`config.mk`:
```
export PLATFORM = sky130hd
export DESIGN_NAME = mem_arbiter
export DESIGN_NICKNAME = d
export VERILOG_FILES = /design/src/rtl/mem_arbiter.sv
export SDC_FILE = /design/constraint.sdc
export NUM_CORES = 1
export LEC_CHECK = 0
export CAP_MARGIN = 10
export CORE_MARGIN = 1
export CORE_UTILIZATION = 37
export DETAILED_ROUTE_END_ITERATION = 6
export MAX_ROUTING_LAYER = met4
export PLACE_DENSITY_LB_ADDON = 0.1
export SLEW_MARGIN = 20
export SYNTH_ARGS = -nofsm -noshare
export SYNTH_HDL_FRONTEND = slang
export SYNTH_SLANG_ARGS = --single-unit
```
`constraint.sdc`:
```
create_clock -name clk -period 1.4 [get_ports clk]
set_clock_uncertainty 0.05 [all_clocks]
set_input_delay 0.28 -clock clk [delete_from_list [all_inputs] [get_ports clk]]
set_output_delay 0.28 -clock clk [all_outputs]
set_load 0.01 [all_outputs]
```
`src/rtl/mem_arbiter.sv`:
```
`default_nettype none
// ============================================================================
// Module      : mem_arbiter
// Description : Two-requester round-robin arbiter in front of a single-port
//               synchronous memory. One access in flight at a time:
//               IDLE -> ACCESS (one strobe cycle) -> RDWAIT (reads only).
// Revision    : 1.0 - initial release
// ============================================================================
module mem_arbiter #(
  parameter int DW = 8,
  parameter int AW = 5
) (
  input  logic          clk,
  input  logic          rst_n,
  input  logic          req0_valid,
  input  logic          req0_we,
  input  logic [AW-1:0] req0_addr,
  input  logic [DW-1:0] req0_wdata,
  output logic          req0_ready,
  output logic          req0_rvalid,
  output logic [DW-1:0] req0_rdata,
  input  logic          req1_valid,
  input  logic          req1_we,
  input  logic [AW-1:0] req1_addr,
  input  logic [DW-1:0] req1_wdata,
  output logic          req1_ready,
  output logic          req1_rvalid,
  output logic [DW-1:0] req1_rdata,
  output logic          mem_write,
  output logic          mem_read,
  output logic [AW-1:0] mem_addr,
  output logic [DW-1:0] mem_wdata,
  input  logic [DW-1:0] mem_rdata,
  output logic          busy
);

  typedef enum logic [1:0] {
    IDLE   = 2'd0,
    ACCESS = 2'd1,
    RDWAIT = 2'd2
  } state_t;

  state_t          r_state;
  state_t          w_next;
  logic            r_last_grant;   // 1 after reset so requester 0 wins the first tie
  logic            r_owner;
  logic            r_we;
  logic [AW-1:0]   r_addr;
  logic [DW-1:0]   r_wdata;
  logic [DW-1:0]   r_rdata0;
  logic [DW-1:0]   r_rdata1;
  logic            w_sel1;         // requester 1 selected this IDLE cycle
  logic            w_xfer;         // a transfer happens on the coming edge

  // State register; reset abandons any access in flight
  always_ff @(posedge clk or negedge rst_n) begin
    if (!rst_n) r_state <= IDLE;
    else        r_state <= w_next;
  end

  // Next state, selection and ready handshake (ready only in IDLE)
  always_comb begin
    w_next     = r_state;
    w_sel1     = 1'b0;
    w_xfer     = 1'b0;
    req0_ready = 1'b0;
    req1_ready = 1'b0;
    case (r_state)
      IDLE: begin
        // requester 1 wins if alone, or on a tie when 0 was granted last
        w_sel1     = req1_valid && (!req0_valid || !r_last_grant);
        req1_ready = w_sel1;
        req0_ready = req0_valid && !w_sel1;
        w_xfer     = req0_valid || req1_valid;
        if (w_xfer) w_next = ACCESS;
      end
      ACCESS:  w_next = r_we ? IDLE : RDWAIT;
      RDWAIT:  w_next = IDLE;
      default: w_next = IDLE;
    endcase
  end

  // Capture the granted request and remember the owner for round-robin
  always_ff @(posedge clk or negedge rst_n) begin
    if (!rst_n) begin
      r_last_grant <= 1'b1;
      r_owner      <= 1'b0;
      r_we         <= 1'b0;
      r_addr       <= '0;
      r_wdata      <= '0;
    end else if (w_xfer) begin
      r_last_grant <= w_sel1;
      r_owner      <= w_sel1;
      r_we         <= w_sel1 ? req1_we    : req0_we;
      r_addr       <= w_sel1 ? req1_addr  : req0_addr;
      r_wdata      <= w_sel1 ? req1_wdata : req0_wdata;
    end
  end

  // Hold each requester's last returned read data
  always_ff @(posedge clk or negedge rst_n) begin
    if (!rst_n) begin
      r_rdata0 <= '0;
      r_rdata1 <= '0;
    end else if (r_state == RDWAIT) begin
      if (r_owner) r_rdata1 <= mem_rdata;
      else         r_rdata0 <= mem_rdata;
    end
  end

  // Memory strobes are decoded from state so they can never overlap
  assign mem_write   = (r_state == ACCESS) &&  r_we;
  assign mem_read    = (r_state == ACCESS) && !r_we;
  assign mem_addr    = r_addr;
  assign mem_wdata   = r_wdata;
  assign busy        = (r_state != IDLE);

  // Read data returns straight from memory in RDWAIT, then is held
  assign req0_rvalid = (r_state == RDWAIT) && !r_owner;
  assign req1_rvalid = (r_state == RDWAIT) &&  r_owner;
  assign req0_rdata  = req0_rvalid ? mem_rdata : r_rdata0;
  assign req1_rdata  = req1_rvalid ? mem_rdata : r_rdata1;

endmodule
`default_nettype wire

```
==> impl_metrics.yaml <==
critical_path:
  worstSetupStartpointType: "flip-flop"
  cp.required_ns: 1.07
  crit_path_max_fanout: 5
  critPathCaptureType: "output pin"
  cpMaxStageDelayCell: "dfrtp_1"
  path_cells: "nor3b_4 > buf_6 > buf_6 > mux2_4 > buf_6"
  critical_path_class: "reg -> out"
  worstPathArrival_ns: 1.62
  cpMostUsedCell: "buf_6"
  critPathMaxStageDelay_ns: 0.43
synth:
  synth-main-ff-cell: "dfrtp_1"
  synthesis.nets: 152
  async_flop_share: 1.000
  ys_top_cells_by_area: "dfrtp_1, mux2_2, o221a_2"
  ys_ff_latch: 34
  syn-cell-area_um2: 1607
  ys_warn_count: 0
  synthCells: 112
  synth_commonest_cells: "dfrtp_1, mux2_2, nand4b_1, o221a_2, inv_1"
  synth_edf_count: 0
  yosysMostFrequentCell: "dfrtp_1"
  yosys.cell_types.count: 23
  syn_area_per_cell_um2: 14.34
  ys_seq_area_frac: 0.5304
  netlist.area_leader.share: 0.5140
  synth_area_leader_cell: "dfrtp_1"
sta:
  finalSetupTns_ns: -13.09
  layout_worst_path_cycle_share: 1.394
  rsz0062_at_grt: "yes"
  relSlewSlack: 0.7216
  tightest_slew_ns: 0.4175
  fmax_ghz: 0.5123
  maxSlewViolCount: 0
  fin_ws_ns: -0.5518
  hold_viol_final: 0
  period_needed_ns: 1.952
  finalSetupViolations: 45
cts:
  clkTransAtPathRegs_ns: 0.07
  worstSkewPairLatency_ns: 0.28
  clockBufferDepth: 2
  cts_tree: "yes"
  cts.sinks: 34
  cts_root_buf: "clkbuf_8"
  htree_levels: 2
  cts_made_buffers: 5
placement:
  io_buffers: 75
  place_inst: 247
  hpwl_um: 2895
  gp_congestion: 0.6925
die:
  die_h_um: 67.90
  ios: 76
  die_x_um: 67.90
  start_util: 0.3931
  dieArea_um2: 4610
  rows: 23
  core_region_area_um2: 4086
finish:
  nNetsFinal: 266
  num_antenna_cells: 0
  post-route-util: 0.7495
  instances_no_fill: 277
  n_fill_cell: 272
  syn2layout_area_growth_pct: 90.65
  layout-drive-gt1-share: 0.5154
drt:
  drc: 0
  drt_wl_total_um: 4817
  viasPerCell: 5.119
  dr.pass1.iters: 4
  postRouteAntennaNets: 0
  dr.first_iter.drc_count: 27
  vias: 1418
  wl_per_cell_um: 17.39
global_route:
  first_global_vias: 1501
  grt_antenna_before_repair: 0
  grt_usage: 0.2296
  grt-ovfl-total: 0
  grt_pass1_wl_um: 7417
  grt_max_degree: 19
status:
  violations: "negative setup slack"
  outcome: "complete, but fails checks"
min_path:
  hp-class: "in -> async"
pwr:
  vdd_drop_max_uv: 1122
  p_leak_nw: 1.327
  p_per_area_nw_per_um2: 2156
flow_run:
  drv_cap: 0
## layout make-up
type	instances	area, um2	share of cell area
Sequential cell	34	853.3	0.2786
Tap cell	50	62.56	0.02042
Clock buffer	8	80.08	0.02614
Multi-Input combinational cell	67	880.8	0.2876
Timing Repair Buffer	114	1164	0.3799
Inverter	4	22.52	0.007353
## flip-flops by register name (all words and copies together), names as in the netlist
name,count
r_rdata0,8
r_rdata1,8
r_owner,1
r_state,2
mem_wdata,8
r_we,1
mem_addr,5
r_last_grant,1
## timing repair
item	4_1_cts	5_1_grt
hold buffers	1	0
buffers inserted	14	13
pin swaps	3	6
endpoints found under the hold margin	16	0
endpoints found under the setup margin	55	52
gates cloned	4	0
resized for setup	158	33
## stage by stage
stage	hold WS (ns)	area (um2)	setup slack (ns)	total power, mW
finish	0.4096	3063	-0.5518	6.605
global route	0.4594	3063	-0.6203	6.953
CTS	0.4223	2952	-0.6745	6.301
detailed placement	0.1900	2560	-0.5640	4.969
global placement	0.1808	2560	-0.5160	4.868
floorplan	-0.06559	1642	-0.1651	3.339
## path summary, 6_finish.rpt
check	startpoint	to	slack [ns]	cells past startpoint
max	r_owner$_DFFE_PN0P_	req0_rdata[2]	-0.55	5
min	rst_n	mem_wdata[6]$_DFFE_PN0P_	0.41	2
max reg2reg	r_state[1]$_DFFE_PN0P_	r_rdata0[4]$_DFFE_PN0P_	-0.33	8
min reg2reg	r_rdata1[7]$_DFFE_PN0P_	r_rdata1[7]$_DFFE_PN0P_	0.46	1
max in group asynchronous	rst_n	r_last_grant$_DFFE_PN1P_	0.37	3
min in group clk	r_rdata1[7]$_DFFE_PN0P_	r_rdata1[7]$_DFFE_PN0P_	0.46	1
## worst max-delay path, delay by kind of cell (launching register included)
family | cells | cell delay [ns]
buf+inv | 3 | 0.37
mux | 1 | 0.30
flops | 1 | 0.43
simple gates | 1 | 0.26
## cell families after synthesis
kind of cell,share of synthesized area
compound gates,0.1176
buf+inv,0.04594
flops,0.5304
mux,0.1682
simple gates,0.1379
## cell usage in the layout, fill, tap and decap left out, types with 3 or more instances in the layout
master / instances
nand4b_1: 14
clkbuf_1: 3
clkdlybuf4s50_1: 38
clkbuf_8: 5
o221a_4: 14
dlygate4sd2_1: 13
buf_4: 13
buf_2: 3
dfrtp_1: 32
buf_6: 41
mux2_2: 10
buf_8: 3
mux2_4: 14
## routing by layer
layer	track usage	vias to the layer above	part of all wire
met5	-	-	0
met4	0.06250	0	0.0095
met3	0.05500	5	0.037
met2	0.4146	40	0.56
met1	0.2503	709	0.39
li1	-	664	-
## power by group
| part | switching (mW) | total [mW] | internal (mW) |
|---|---|---|---|
| clock | 0.343 | 0.697 | 0.354 |
| combinational | 1.53 | 4.11 | 2.57 |
| sequential | 0.314 | 1.80 | 1.49 |
Note: power is estimated with default switching activity, not from simulation.
